**src/rtl/loader_pkg.sv**
```systemverilog
// Shared definitions for the boot-time instruction loader.
package loader_pkg;

    // Loader FSM states.
    typedef enum logic [2:0] {
        ST_IDLE   = 3'd0,
        ST_LOAD   = 3'd1,
        ST_FINISH = 3'd2,
        ST_DONE   = 3'd3,
        ST_ERROR  = 3'd4
    } state_t;

    // End-of-image word (halt instruction).
    localparam logic [31:0] DEFAULT_TERMINATOR = 32'hFFFF_FFFF;

endpackage

```
**src/rtl/le_word_assembler.sv**
```systemverilog
// Little-endian 4-byte packer. Holds the bytes of the word being streamed and
// flags when the incoming byte completes a word equal to TERMINATOR.
module le_word_assembler
    import loader_pkg::*;
#(
    parameter logic [31:0] TERMINATOR = DEFAULT_TERMINATOR
) (
    input  logic        clk,
    input  logic        reset,
    input  logic        clear,
    input  logic        shift,
    input  logic [7:0]  byteIn,
    input  logic [1:0]  lane,
    output logic [31:0] word,
    output logic        wordMatch
);

    logic [31:0] r_word;
    logic [31:0] w_merged;

    // Capture the accepted byte into its lane; a new load starts from a clean word.
    always_ff @(posedge clk) begin
        if (reset || clear) begin
            r_word <= '0;
        end else if (shift) begin
            case (lane)
                2'd0:    r_word[7:0]   <= byteIn;
                2'd1:    r_word[15:8]  <= byteIn;
                2'd2:    r_word[23:16] <= byteIn;
                default: r_word[31:24] <= byteIn;
            endcase
        end
    end

    // Present the word as it will look once the current byte lands in its lane.
    always_comb begin
        w_merged = r_word;
        case (lane)
            2'd0:    w_merged[7:0]   = byteIn;
            2'd1:    w_merged[15:8]  = byteIn;
            2'd2:    w_merged[23:16] = byteIn;
            default: w_merged[31:24] = byteIn;
        endcase
    end

    assign word = w_merged;
    // Only meaningful when the current byte is the top lane; the caller qualifies it.
    assign wordMatch = ({byteIn, r_word[23:0]} == TERMINATOR);

endmodule

```
**src/rtl/instruction_loader.sv**
```systemverilog
// Streams boot bytes into the instruction memory byte port and keeps the core
// in reset until an aligned terminator word has been written.
//
//  state     | meaning
//  ----------+-------------------------------------------------------------
//  ST_IDLE   | waiting for start, core held
//  ST_LOAD   | accepting bytes, one registered write per accepted byte
//  ST_FINISH | carries the write of the last terminator byte
//  ST_DONE   | image loaded, core released
//  ST_ERROR  | memory exhausted without terminator, core held
module instruction_loader
    import loader_pkg::*;
#(
    parameter logic [31:0] BASE_ADDR  = 32'h0000_0000,
    parameter int          MEM_BYTES  = 65536,
    parameter logic [31:0] TERMINATOR = DEFAULT_TERMINATOR
) (
    input  logic        clk,
    input  logic        reset,
    input  logic        start,
    input  logic [7:0]  byteIn,
    input  logic        byteValid,
    output logic        byteReady,
    output logic        memWriteEnable,
    output logic [31:0] memWriteAddress,
    output logic [7:0]  memWriteData,
    output logic        cpuHold,
    output logic        done,
    output logic        error,
    output logic [31:0] byteCount
);

    localparam int OW = $clog2(MEM_BYTES);
    localparam logic [OW-1:0] LAST_OFFSET = OW'(MEM_BYTES - 1);

    state_t         r_state;
    logic [OW-1:0]  r_offset;
    logic [31:0]    r_count;
    logic           r_we;
    logic [31:0]    r_addr;
    logic [7:0]     r_data;

    logic           w_accept;
    logic           w_restart;
    logic           w_term;
    logic           w_word_match;
    logic [31:0]    w_word;
    logic [1:0]     w_lane;
    logic [7:0]     w_lane_byte;

    assign w_lane    = r_offset[1:0];
    assign byteReady = (r_state == ST_LOAD);
    assign w_accept  = byteValid && byteReady;
    assign w_restart = start && ((r_state == ST_IDLE) || (r_state == ST_DONE) ||
                                 (r_state == ST_ERROR));
    assign w_term    = w_accept && (w_lane == 2'd3) && w_word_match;

    assign done    = (r_state == ST_DONE);
    assign error   = (r_state == ST_ERROR);
    assign cpuHold = (r_state != ST_DONE);

    assign memWriteEnable  = r_we;
    assign memWriteAddress = r_addr;
    assign memWriteData    = r_data;
    assign byteCount       = r_count;

    le_word_assembler #(
        .TERMINATOR (TERMINATOR)
    ) u_asm (
        .clk       (clk),
        .reset     (reset),
        .clear     (w_restart),
        .shift     (w_accept),
        .byteIn    (byteIn),
        .lane      (w_lane),
        .word      (w_word),
        .wordMatch (w_word_match)
    );

    // The written byte is taken from the assembler's lane so memory and matcher see the same word.
    always_comb begin
        w_lane_byte = 8'h00;
        case (w_lane)
            2'd0:    w_lane_byte = w_word[7:0];
            2'd1:    w_lane_byte = w_word[15:8];
            2'd2:    w_lane_byte = w_word[23:16];
            default: w_lane_byte = w_word[31:24];
        endcase
    end

    // Sequencing: terminator takes precedence over exhaustion on the last byte.
    always_ff @(posedge clk) begin
        if (reset) begin
            r_state <= ST_IDLE;
        end else begin
            case (r_state)
                ST_IDLE, ST_DONE, ST_ERROR: if (start) r_state <= ST_LOAD;
                ST_LOAD: begin
                    if (w_term)
                        r_state <= ST_FINISH;
                    else if (w_accept && (r_offset == LAST_OFFSET))
                        r_state <= ST_ERROR;
                end
                ST_FINISH: r_state <= ST_DONE;
                default:   r_state <= ST_IDLE;
            endcase
        end
    end

    // Offset and byte counter; the offset saturates at the last location instead of wrapping.
    always_ff @(posedge clk) begin
        if (reset || w_restart) begin
            r_offset <= '0;
            r_count  <= '0;
        end else if (w_accept) begin
            r_count <= r_count + 32'd1;
            if (r_offset != LAST_OFFSET)
                r_offset <= r_offset + 1'b1;
        end
    end

    // Registered memory write port: one strobe the cycle after each accept.
    always_ff @(posedge clk) begin
        if (reset) begin
            r_we   <= 1'b0;
            r_addr <= BASE_ADDR;
            r_data <= 8'h00;
        end else begin
            r_we <= w_accept;
            if (w_accept) begin
                r_addr <= BASE_ADDR + 32'(r_offset);
                r_data <= w_lane_byte;
            end
        end
    end

endmodule
```
**config.mk**
```make
export PLATFORM = sky130hd
export DESIGN_NAME = instruction_loader
export DESIGN_NICKNAME = d
export VERILOG_FILES = /design/src/rtl/loader_pkg.sv /design/src/rtl/le_word_assembler.sv /design/src/rtl/instruction_loader.sv
export SDC_FILE = /design/constraint.sdc
export NUM_CORES = 1
export LEC_CHECK = 0
export ABC_CLOCK_PERIOD_IN_PS = 2900
export CORE_ASPECT_RATIO = 0.6
export CORE_MARGIN = 2
export CORE_UTILIZATION = 52
export CTS_CLUSTER_SIZE = 16
export DETAILED_ROUTE_END_ITERATION = 8
export GPL_TIMING_DRIVEN = 0
export PLACE_DENSITY = 0.9
export SYNTH_ARGS = -nofsm -noshare
export SYNTH_HDL_FRONTEND = slang
export SYNTH_SLANG_ARGS = --single-unit
```
**constraint.sdc**
```tcl
create_clock -name clk -period 2.9 [get_ports clk]
set_input_delay 0.58 -clock clk [delete_from_list [all_inputs] [get_ports clk]]
set_output_delay 0.58 -clock clk [all_outputs]
set_load 0.05 [all_outputs]
```
# [Word-level counts from Yosys, hierarchy flattened]
# Index checks and enable logic that the tools add are counted.
[op_classes] n_mul=0 bitwise_logic=0 mux=4 eq_ne=13 n_reduce_logical=16 add_sub_neg=2 shift=0 magnitude_cmp=0 div_mod_pow=0
[op_table] operator="32-bit by 1-bit adder with 32-bit output (second input constant)" count=1
[op_table] operator="32-bit == test (second input constant)" count=1
[op_table] operator="16-bit by 1-bit adder with 16-bit output (second input constant)" count=1
[op_table] operator="16-bit == test (second input constant)" count=1
[op_table] operator="16-bit inequality test (second input constant)" count=1
[op_table] operator="2-bit AND reduction" count=5
[op_table] operator="3-bit 2-to-1 mux" count=3
[op_table] operator="3-bit one-hot mux with 3 select lines" count=1
[op_table] operator="3-bit by 2-bit == test with 1-bit output (second input constant)" count=2
[op_table] operator="1-bit logical AND" count=5
[op_table] operator="2-bit == test (second input constant)" count=2
[op_table] operator="3-bit by 1-bit == test with 1-bit output (second input constant)" count=1
[op_table] operator="3-bit == test (second input constant)" count=1
[op_table] operator="3-bit zero test" count=1
[op_table] operator="1-bit logical OR" count=3
[op_table] operator="3-bit by 1-bit inequality test with 1-bit output (second input constant)" count=1
[op_table] operator="3-bit by 2-bit inequality test with 1-bit output (second input constant)" count=1
[op_table] operator="3-bit OR reduction" count=1
[op_table] operator="2-bit by 1-bit == test with 1-bit output (second input constant)" count=1
[op_table] operator="2-bit zero test" count=1
[op_table] operator="2-bit inequality test (second input constant)" count=1
[totals] latchBits=0 rom_bits=0 output_inout_bits=77 elab_cells=44 ram_bits=0 register_bits=100 memories=0

# [Depth between registers and ports, before layout]
# Gate-level depths: netlist of run 1.
[depth] word_depth=6 ltp_mapped=7 depth_no_buf=5

# [By module]
# A second synthesis of run 1 with hierarchy kept.
[hier_totals] hier_cells=620 area_unflattened_um2=5385.2
[modules_own_cells] module="instruction_loader" area_per_inst_um2=3686.0 cells_per_inst=464 instances=1
[modules_own_cells] module="le_word_assembler" area_per_inst_um2=1699.1 cells_per_inst=156 instances=1

# [Least setup slack after synthesis of run 1]
# Ideal clock, no wire load.
[synth_timing] path_kind="reg-to-reg" from="register r_count[0], in the netlist byteCount[0]" to="register r_count[29], in the netlist byteCount[29]" arrival_ps=2197 slack_ps=631 synth_period_minus_slack_ps=2269 path_buffers=1 required_time_ps=2828 setup_ps=72 stages_incl_launch_ff=6 cell_sequence="dfxtp_1 > nand3_1 > or4_1 > clkbuf_1 > nor4_1 > mux2i_1"
[synth_between] elab_chain_cells=1
[synth_lines] element="from (decl)" line_no="instruction_loader.sv:38" rtl="logic [31:0] r_count;"
[synth_lines] element="from (signal assigned)" line_no="instruction_loader.sv:116" rtl="r_count <= r_count + 32'd1;"
[synth_lines] element="32-bit by 1-bit adder with 32-bit output" line_no="instruction_loader.sv:116"
# No other way between the ends.
# A chain may end at the register's enable or synchronous reset.

# [Worst setup path after layout of run 1]
[layout_timing] from="input byteValid" to="register r_count[29], in the netlist byteCount[29]"
[layout_between] elab_chain_cells=1
[layout_lines] element="from (decl)" line_no="instruction_loader.sv:22" rtl="input logic byteValid,"
[layout_lines] element="1-bit logical AND" line_no="instruction_loader.sv:53" rtl="assign w_accept = byteValid && byteReady;"
# No other way between the ends.

==> results of run 1 <==
## power breakdown
| group | internal [mW] | switching (mW) | total (mW) |
|---|---|---|---|
| Sequential | 1.39 | 0.0115 | 1.40 |
| Combinational | 0.0762 | 0.209 | 0.285 |
| Clock | 0.608 | 0.502 | 1.11 |
| Total | 2.07 | 0.722 | 2.79 |
## per-stage QoR
stage          setup TNS [ns]  utilization [%]
2_1_floorplan               0                -
3_3_place_gp          -0.1247            64.34
3_5_place_dp          -0.5608            64.34
4_1_cts                     0            67.53
5_1_grt                     0            67.67
6_report                    0            67.67
## tightest hold or removal path, stage by stage, from the launching register on
cell and delay (ns):
dfxtp_1 0.31, nand2_1 0.05, a21oi_1 0.05
## flip-flops by register name, indices dropped and copies added (netlist names)
register	count
memWriteData	8
memWriteEnable	1
r_state	3
byteCount	32
memWriteAddress	16
r_offset	16
u_asm.r_word	24
## cell usage in the layout (no fill, tap or decap), drive strengths merged, types with 2 or more instances in the layout
master and count:
and4 6, nor4 12, nand4 20, o21ai 12
inv 18, conb 16, xor2 2, buf 24
or4 22, nand2b 2, mux2i 9, xnor2 7
nor3 6, a21oi 78, nand3b 7, nand2 95
clkbuf 40, and2 2, dfxtp 100, and3 2
nand3 51, clkdlybuf4s50 71, nor2 13, o31ai 16
or3 16, ha 5
## how the worst min path moves through the flow
stage | from | to | slack [ns] | depth (start not counted)
6_report | memWriteData[0]$_SDFFE_PP0P_ | memWriteData[0]$_SDFFE_PP0P_ | 0.46 | 2
5_1_grt | memWriteData[7]$_SDFFE_PP0P_ | memWriteData[7]$_SDFFE_PP0P_ | 0.48 | 2
3_3_place_gp | u_asm.r_word[7]$_SDFFE_PP0P_ | u_asm.r_word[7]$_SDFFE_PP0P_ | 0.44 | 2
3_5_place_dp | memWriteData[0]$_SDFFE_PP0P_ | memWriteData[0]$_SDFFE_PP0P_ | 0.45 | 2
4_1_cts | memWriteAddress[0]$_SDFFE_PP0P_ | memWriteAddress[0]$_SDFFE_PP0P_ | 0.46 | 2
2_1_floorplan | u_asm.r_word[0]$_SDFFE_PP0P_ | u_asm.r_word[0]$_SDFFE_PP0P_ | 0.44 | 2
## cell families (layout without fill, tap and decap cells)
logic type	after synthesis	after routing
other	1	16
adder cells (fa/ha/maj)	5	5
flip-flops	100	100
XOR/XNOR	9	9
buffers and inverters	68	155
AO/OA/AOI/OAI	116	116
AND/OR/NAND/NOR	261	261
multiplexers	9	9
## layout make-up
cell class / instances / area share [%]
tap: 112 / 2.429
inverter: 17 / 1.106
clock inverter: 3 / 0.3688
sequential: 100 / 34.71
buffer: 51 / 4.403
multi-input combinational: 416 / 40.33
clock buffer: 13 / 4.338
timing repair buffer: 71 / 12.32
## metal layers
layer / GRT usage [%] / routed length (µm) / part of all wire (%) / up-vias
li1: - / - / - / 2216
met2: 41.41 / 5705 / 45 / 218
met3: 8.025 / 1208 / 9.6 / 20
met4: 6.000 / 170 / 1.4 / 0
met5: 0 / 0 / 0 / -
met1: 35.70 / 5490 / 44 / 2163
==> flow_metrics.env, run 1 <==
export IMPL_cp_num_cells=7
export IMPL_area_delta_synth_final_pct=26.03
export IMPL_async_flop_share_pct=0
export IMPL_die_area_um2=9593
export IMPL_avgRoutedWirePerCell_um=16.06
export IMPL_p_per_area_nw_per_um2=484.5
export IMPL_root_buffer="clkbuf_16"
export IMPL_multi_input_area_um2=2326
export IMPL_cts_inserted_buffers=9
export IMPL_arrival_ns=3.04
export IMPL_slowest_delay_ns=0.70
export IMPL_register_area_um2=2002
export IMPL_synth_simple_gate_area_share_pct=30.02
export IMPL_period_minus_slack_ns=2.766
export IMPL_synth_top_area_share_pct=43.74
export IMPL_r2r_start="r_state[2]$_SDFFE_PP0P_"
export IMPL_fin_cells=783
export IMPL_crit_end="byteCount[29]$_SDFFE_PP0P_"
export IMPL_critPathKind="input port to register"
export IMPL_drv_slew=0
export IMPL_post_synth_top_area_cell="dfxtp_1"
export IMPL_cp_common_cell="clkbuf_1"
export IMPL_vdd_ir_drop_max_v=0.0002751
export IMPL_nets=683
export IMPL_start_util_pct=53.70
export IMPL_synth_xor_area_share_pct=1.722
export IMPL_drv_cap=0
export IMPL_io_pins=89
export IMPL_hpwl_um=9216
export IMPL_first_iter_violations=493
export IMPL_yosysWarnings=0
export IMPL_drc=0
export IMPL_cp_data_required_time_ns=3.17
export IMPL_syn_cell_area_um2=4577
export IMPL_grt_pass1_vias=4171
export IMPL_worstMarginPinSlew_ns=0.9376
export IMPL_placedInstanceArea_um2=5484
export IMPL_dpl_worst_slack_ns=-0.2298
export IMPL_status="finished, final reports clean"
export IMPL_finalHoldViolCount=0
export IMPL_synth_area_mux_share_pct=1.968
export IMPL_ys_ff_latch=100
export IMPL_routabilityCongestion=0.9586
export IMPL_slew_headroom_pct=36.97
export IMPL_wl_um=12580
export IMPL_finish_instance_area_um2=5768
export IMPL_hp_class="register to register"
export IMPL_clock_latency_ns=0.34
export IMPL_crit_start="byteValid"
export IMPL_synth_cell_types=46
export IMPL_synth_edff_count=0
export IMPL_track_usage_pct=26.26
export IMPL_worstPathMaxFanout=10
export IMPL_r2r_end="r_offset[9]$_SDFFE_PP0P_"
export IMPL_cp_top_family="simple AND/OR/NAND/NOR gates"
export IMPL_critical_path_buf_inv_count=3
export IMPL_finalClockSkew_ns=0.006552
export IMPL_synthCells=569
export IMPL_synth_area_top_cells="dfxtp_1 44%, a21oi_1 8.5%, nand2_1 7.8%"
export IMPL_dp_cells=767
export IMPL_cts_clk_slew_worst_paths_ns=0.06
export IMPL_cts_max_path_buffers=2
export IMPL_fmax_ghz=0.3616
export IMPL_die_w_um=125.1
export IMPL_rsz0062_at_grt="false"
export IMPL_io_buffers=71
export IMPL_synth_most_common_cell="dfxtp_1"
export IMPL_reg2reg_slack_ns=0.27
export IMPL_hold_buffers=0
export IMPL_start_kind="input port"
export IMPL_synth_top_family_by_area="simple AND/OR/NAND/NOR gates"
export IMPL_synthFlopType="dfxtp_1"
export IMPL_setup_viol=0
export IMPL_synth_compound_area_share_pct=14.16
export IMPL_postRouteAntennaNets=0
export IMPL_die_h_um=76.67
export IMPL_drive_above_1_share_pct=5.663
export IMPL_postCtsSetupBuffers=0
export IMPL_ys_seq_area_share_pct=43.74
export IMPL_reg2reg_depth=6
export IMPL_grt_overflow=0
export IMPL_synth_common_cells="100 x dfxtp_1, 95 x nand2_1, 78 x a21oi_1"
export IMPL_fill_cells=703
export IMPL_vias=4617
export IMPL_cts_tree="built"
export IMPL_synth_avg_cell_area_um2=8.044
export IMPL_crit_slowest_cell="or4_1"
export IMPL_whs_ns=0.4552
export IMPL_dr_pass1_iters=6
export IMPL_cp_end_kind="register"
export IMPL_via_per_inst=5.897
export IMPL_core_um2=8523
export IMPL_synth_fa_ha_area_share_pct=1.367
export IMPL_htreeDepth=3
export IMPL_antenna_found_initial=0
export IMPL_total_power_mw=2.795
export IMPL_grt_max_degree=16
export IMPL_grt_pass1_wl_um=20380
export IMPL_cts_resized=0
export IMPL_path_cells="clkdlybuf4s50_1 > nand4bb_1 > clkbuf_1 > or4_1 > clkbuf_1 > nor4_2 > mux2i_1"
export IMPL_setup_ws_ns=0.1341
export IMPL_fin_crit_sh_pct=95.37
export IMPL_power_leakage_nw=1.740
export IMPL_fp_row_count=26
export IMPL_antenna_cells=0
export IMPL_cts_sinks=100
(Power assumes the default switching activity.)
==> run 2: changes to the inputs <==
--- a/config.mk
+++ b/config.mk
@@ -7,7 +7,6 @@
 export LEC_CHECK = 0
 export ABC_CLOCK_PERIOD_IN_PS = 2900
 export CORE_ASPECT_RATIO = 0.6
-export CORE_MARGIN = 2
 export CORE_UTILIZATION = 52
 export CTS_CLUSTER_SIZE = 16
 export DETAILED_ROUTE_END_ITERATION = 8
==> run 2 against run 1 <==
  * Register-to-register slack got worse by 0.12 ns
  * Flip-flop and latch count stayed put
  * Clock-buffer cell count grew 2
  * Hold slack got worse by 0.00058 ns
  * Largest power group unchanged
  * Largest cell class unchanged
  * Critical path type unchanged
  * Final cell count did not move
==> flow_metrics.env, run 2 (synthesis results as in run 1) <==
export IMPL_status="finished, final reports clean"
export IMPL_root_buffer="clkbuf_16"
export IMPL_layout_common_cells="100 x dfxtp_1, 95 x nand2_1, 78 x a21oi_1"
export IMPL_fin_crit_sh_pct=94.93
export IMPL_hold_buffers=0
export IMPL_wl_um=13320
export IMPL_total_power_mw=2.830
export IMPL_p_seq_share_pct=49.5
export IMPL_hp_class="register to register"
export IMPL_routabilityCongestion=0.9258
export IMPL_cts_sinks=100
export IMPL_postRouteAntennaNets=0
export IMPL_die_w_um=123.1
export IMPL_nets=683
export IMPL_first_iter_violations=506
export IMPL_worstMarginPinSlew_ns=0.9786
export IMPL_p_int_mw=2.117
export IMPL_placedInstanceArea_um2=5484
export IMPL_finish_instance_area_um2=5779
export IMPL_slew_headroom_pct=34.22
export IMPL_grt_overflow=0
export IMPL_clock_latency_ns=0.34
export IMPL_io_buffers=71
export IMPL_cts_clk_slew_worst_paths_ns=0.06
export IMPL_start_util_pct=53.70
export IMPL_finalHoldViolCount=0
export IMPL_htreeDepth=3
export IMPL_final_common_cell="dfxtp_1"
export IMPL_clkPwrFrac_pct=40.2
export IMPL_r2r_start="r_state[2]$_SDFFE_PP0P_"
export IMPL_start_kind="input port"
export IMPL_switching_share_pct=25.22
export IMPL_worstPathMaxFanout=10
export IMPL_fin_util_pct=67.81
export IMPL_largest_reg_flops=32
export IMPL_die_h_um=74.67
export IMPL_drc=0
export IMPL_area_delta_synth_final_pct=26.27
export IMPL_cp_data_required_time_ns=3.17
export IMPL_crit_start="byteValid"
export IMPL_slowest_delay_ns=0.67
export IMPL_cp_top_family="simple AND/OR/NAND/NOR gates"
export IMPL_fmax_ghz=0.3632
export IMPL_die_area_um2=9193
export IMPL_cts_max_path_buffers=2
export IMPL_path_cells="clkdlybuf4s50_1 > nand4bb_1 > clkbuf_1 > or4_1 > clkbuf_1 > nor4_2 > mux2i_1"
export IMPL_hp_start="memWriteAddress[4]$_SDFFE_PP0P_"
export IMPL_fp_row_count=26
export IMPL_power_leakage_nw=1.749
export IMPL_grt_max_degree=15
export IMPL_p_per_area_nw_per_um2=489.7
export IMPL_avgRoutedWirePerCell_um=17.02
export IMPL_arrival_ns=3.03
export IMPL_power_frac_comb_pct=10.3
export IMPL_cp_common_cell="clkbuf_1"
export IMPL_setup_ws_ns=0.1470
export IMPL_cts_tree="built"
export IMPL_track_usage_pct=29.34
export IMPL_antenna_cells=0
export IMPL_grt_pass1_wl_um=20770
export IMPL_dpl_worst_slack_ns=-0.2013
export IMPL_core_um2=8523
export IMPL_period_minus_slack_ns=2.753
export IMPL_crit_slowest_cell="or4_1"
export IMPL_setup_viol=0
export IMPL_cp_end_kind="register"
export IMPL_vias=4833
export IMPL_dr_pass1_iters=6
export IMPL_grt_pass1_vias=4352
export IMPL_drv_slew=0
export IMPL_io_pins=89
export IMPL_vdd_ir_drop_max_v=0.0003074
export IMPL_finalClockSkew_ns=0.006212
export IMPL_hpwl_um=9657
export IMPL_drv_cap=0
export IMPL_critPathKind="input port to register"
export IMPL_antenna_found_initial=0
export IMPL_drive_above_1_share_pct=5.663
export IMPL_netSwitchingPower_uw=713.7
export IMPL_critical_path_buf_inv_count=3
export IMPL_cts_inserted_buffers=9
export IMPL_rsz0062_at_grt="false"
export IMPL_via_per_inst=6.172
[run 2: path summary, 6_finish.rpt]
kind | to | slack (ns) | depth (start not counted)
min | memWriteAddress[4]$_SDFFE_PP0P_ | 0.45 | 2
min reg2reg | memWriteAddress[4]$_SDFFE_PP0P_ | 0.45 | 2
max | byteCount[29]$_SDFFE_PP0P_ | 0.15 | 7
max reg2reg | byteCount[10]$_SDFFE_PP0P_ | 0.15 | 6
[run 2: final cells by class]
type,instances,area (µm²)
fill,667,2744
clock inverter,1,5.005
clock buffer,15,277.8
tap,112,140.1
buffer,51,254.0
inverter,17,63.81
multi-input combinational,416,2326
sequential,100,2002
timing repair buffer,71,710.7
[run 2: metal layers]
metal,wire length [µm],track usage (%)
met5,0,0
met4,276,10.98
met3,1121,5.985
met2,6147,47.82
met1,5777,39.13
[run 2: through the flow]
step | cells | setup TNS, ns | hold WS [ns]
2_1_floorplan | 584 | 0 | 0.4362
3_3_place_gp | 767 | -0.1233 | 0.4416
3_5_place_dp | 767 | -0.4896 | 0.4473
4_1_cts | 783 | 0 | 0.4557
5_1_grt | 783 | 0 | 0.4755
6_report | 783 | 0 | 0.4546
[run 2: what timing repair did]
action                                  in CTS  in global routing
resized for setup                            0                  1
buffers inserted                             0                  0
endpoints found under the setup margin       0                  1
[run 2: power groups by stage]
| stage | Combinational (mW) | Sequential [mW] | Clock, mW |
|---|---|---|---|
| after global placement | 0.273 | 1.43 | 0 |
| after detailed placement | 0.282 | 1.43 | 0 |
| after CTS | 0.284 | 1.40 | 1.13 |
| after floorplan | 0.170 | 1.46 | 0 |
| final | 0.291 | 1.40 | 1.14 |
| after global routing | 0.307 | 1.40 | 1.20 |
[run 2: worst min-delay path: stages, from the launching register on]
cell,delay [ns]
dfxtp_1,0.31
nand2_1,0.05
a21oi_1,0.05
==> run 3: changes to the inputs <==
--- a/config.mk
+++ b/config.mk
@@ -7,11 +7,12 @@
 export LEC_CHECK = 0
 export ABC_CLOCK_PERIOD_IN_PS = 2900
 export CORE_ASPECT_RATIO = 0.6
+export CORE_MARGIN = 1
 export CORE_UTILIZATION = 52
 export CTS_CLUSTER_SIZE = 16
 export DETAILED_ROUTE_END_ITERATION = 8
 export GPL_TIMING_DRIVEN = 0
-export PLACE_DENSITY = 0.9
+export PLACE_DENSITY = 0.8
 export SYNTH_ARGS = -nofsm -noshare
 export SYNTH_HDL_FRONTEND = slang
 export SYNTH_SLANG_ARGS = --single-unit
==> run 3 against run 2 <==
  * Hold slack improved by 0.0020 ns
  * Clock power rose by 6%
  * Sequential share of layout area fell by 0.12 points
  * Largest power group unchanged
  * Largest cell class unchanged
==> flow_metrics.env, run 3 (synthesis results as in run 1) <==
export IMPL_reg2reg_slack_ns=0.31
export IMPL_grt_max_degree=16
export IMPL_die_h_um=74.67
export IMPL_final_common_cell="dfxtp_1"
export IMPL_setup_viol=0
export IMPL_slowest_delay_ns=0.67
export IMPL_cts_max_path_buffers=2
export IMPL_drc=0
export IMPL_routed_top_layer="met4"
export IMPL_wl_met3_um=1129
export IMPL_grt_pass1_vias=4003
export IMPL_fin_cells=783
export IMPL_netSwitchingPower_uw=723.3
export IMPL_hp_start="u_asm.r_word[23]$_SDFFE_PP0P_"
export IMPL_fmax_ghz=0.3625
export IMPL_fill_cells=707
export IMPL_wl_met1_um=5811
export IMPL_vias=4656
export IMPL_first_iter_violations=436
export IMPL_total_power_mw=2.897
export IMPL_track_usage_pct=27.66
export IMPL_hpwl_um=9089
export IMPL_cp_data_required_time_ns=3.17
export IMPL_crit_start="byteValid"
export IMPL_switching_share_pct=24.97
export IMPL_hp_class="register to register"
export IMPL_setup_ws_ns=0.1411
export IMPL_worstMarginPinSlew_ns=0.9319
export IMPL_die_area_um2=9193
export IMPL_nets=683
export IMPL_fin_crit_sh_pct=95.13
export IMPL_routabilityCongestion=0.9128
export IMPL_rsz0062_at_grt="false"
export IMPL_finalSetupTns_ns=0
export IMPL_power_frac_comb_pct=9.9
export IMPL_cts_tree="built"
export IMPL_critical_path_buf_inv_count=3
export IMPL_fin_util_pct=68.04
export IMPL_finalHoldViolCount=0
export IMPL_whs_ns=0.4566
export IMPL_cp_common_cell="clkbuf_1"
export IMPL_arrival_ns=3.03
export IMPL_cts_clk_slew_worst_paths_ns=0.06
export IMPL_drv_cap=0
export IMPL_clkPwrFrac_pct=41.8
export IMPL_core_um2=8523
export IMPL_drive_above_1_share_pct=6.110
export IMPL_wl_met2_um=5311
export IMPL_layout_common_cells="100 x dfxtp_1, 95 x nand2_1, 78 x a21oi_1"
export IMPL_dp_cells=767
export IMPL_area_delta_synth_final_pct=26.71
export IMPL_r2r_start="r_state[2]$_SDFFE_PP0P_"
export IMPL_drv_slew=0
export IMPL_htreeDepth=3
export IMPL_p_per_area_nw_per_um2=499.6
export IMPL_avgRoutedWirePerCell_um=15.84
export IMPL_power_leakage_nw=1.764
export IMPL_postRouteAntennaNets=0
export IMPL_p_seq_share_pct=48.3
export IMPL_largest_reg_flops=32
export IMPL_fp_row_count=26
export IMPL_dr_pass1_iters=5
export IMPL_io_pins=89
export IMPL_clock_latency_ns=0.34
export IMPL_p_int_mw=2.174
export IMPL_start_kind="input port"
export IMPL_critPathKind="input port to register"
export IMPL_cp_top_family="simple AND/OR/NAND/NOR gates"
export IMPL_dpl_worst_slack_ns=-0.2636
export IMPL_grt_pass1_wl_um=19530
export IMPL_finalClockSkew_ns=0.004688
export IMPL_hold_buffers=0
export IMPL_reg2reg_depth=6
export IMPL_root_buffer="clkbuf_16"
export IMPL_cts_sinks=100
export IMPL_r2r_end="u_asm.r_word[16]$_SDFFE_PP0P_"
export IMPL_period_minus_slack_ns=2.759
export IMPL_worstPathMaxFanout=10
export IMPL_status="finished, final reports clean"
export IMPL_grt_overflow=0
export IMPL_antenna_found_initial=0
export IMPL_via_per_inst=5.946
export IMPL_cp_end_kind="register"
export IMPL_path_cells="clkdlybuf4s50_1 > nand4bb_1 > clkbuf_1 > or4_1 > clkbuf_1 > nor4_2 > mux2i_1"
export IMPL_placedInstanceArea_um2=5484
export IMPL_crit_slowest_cell="or4_1"
export IMPL_start_util_pct=53.70
export IMPL_die_w_um=123.1
export IMPL_io_buffers=71
export IMPL_cts_inserted_buffers=9
export IMPL_slew_headroom_pct=37.35
export IMPL_whs_path_depth=2
export IMPL_vdd_ir_drop_max_v=0.0002798
export IMPL_hold_path_end="u_asm.r_word[23]$_SDFFE_PP0P_"
export IMPL_antenna_cells=0
export IMPL_wl_um=12400
export IMPL_finish_instance_area_um2=5799
[run 3: cell types whose count changed in the layout (fill, tap and decap cells not counted)]
| cell | delta |
|---|---|
| bufinv_16 | +1 |
| clkbuf_1 | -3 |
| clkbuf_8 | -1 |
| clkinv_2 | +3 |
[run 3: layout make-up]
type,instances,area (µm²),area share (%)
plain buffers,51,254.0,4.380
clock buffers,11,252.7,4.358
clock inverters,5,50.05,0.8630
inverters,17,63.81,1.100
multi-input cells,416,2326,40.11
flip-flops and latches,100,2002,34.52
well taps,112,140.1,2.416
repair buffers,71,710.7,12.25
[run 3: tightest hold or removal path: cells and delay by family (launching register included)]
kind	cells	cell delay, ns
DFF	1	0.31
and+or+nand+nor	1	0.05
AOI/OAI and AO/OA	1	0.05
[run 3: how the worst max path moves through the flow]
stage | slack (ns) | cells past startpoint | end
finish | 0.14 | 7 | byteCount[29]$_SDFFE_PP0P_
global route | 0.004 | 7 | byteCount[29]$_SDFFE_PP0P_
CTS | 0.07 | 7 | byteCount[29]$_SDFFE_PP0P_
detailed placement | -0.26 | 7 | byteCount[29]$_SDFFE_PP0P_
global placement | -0.21 | 7 | byteCount[29]$_SDFFE_PP0P_
floorplan | 0.63 | 5 | byteCount[29]$_SDFFE_PP0P_
[run 3: power groups by stage]
stage               combinational (mW)  sequential [mW]  clock (mW)
floorplan                        0.170             1.46           0
global placement                 0.276             1.43           0
detailed placement               0.279             1.43           0
CTS                              0.281             1.40        1.23
global route                     0.304             1.40        1.28
finish                           0.286             1.40        1.21
[run 3: metal layers]
metal  vias up  global-route usage [%]
met5         -                       0
li1       2214                       -
met1      2180                   39.93
met2       244                   41.26
met4         0                   8.166
met3        18                   6.515
[run 3: what timing repair did]
item | 4_1_cts | 5_1_grt
resized for setup | 0 | 1
hold endpoints to repair | 0 | 0
buffers inserted | 0 | 0
endpoints found under the setup margin | 0 | 1
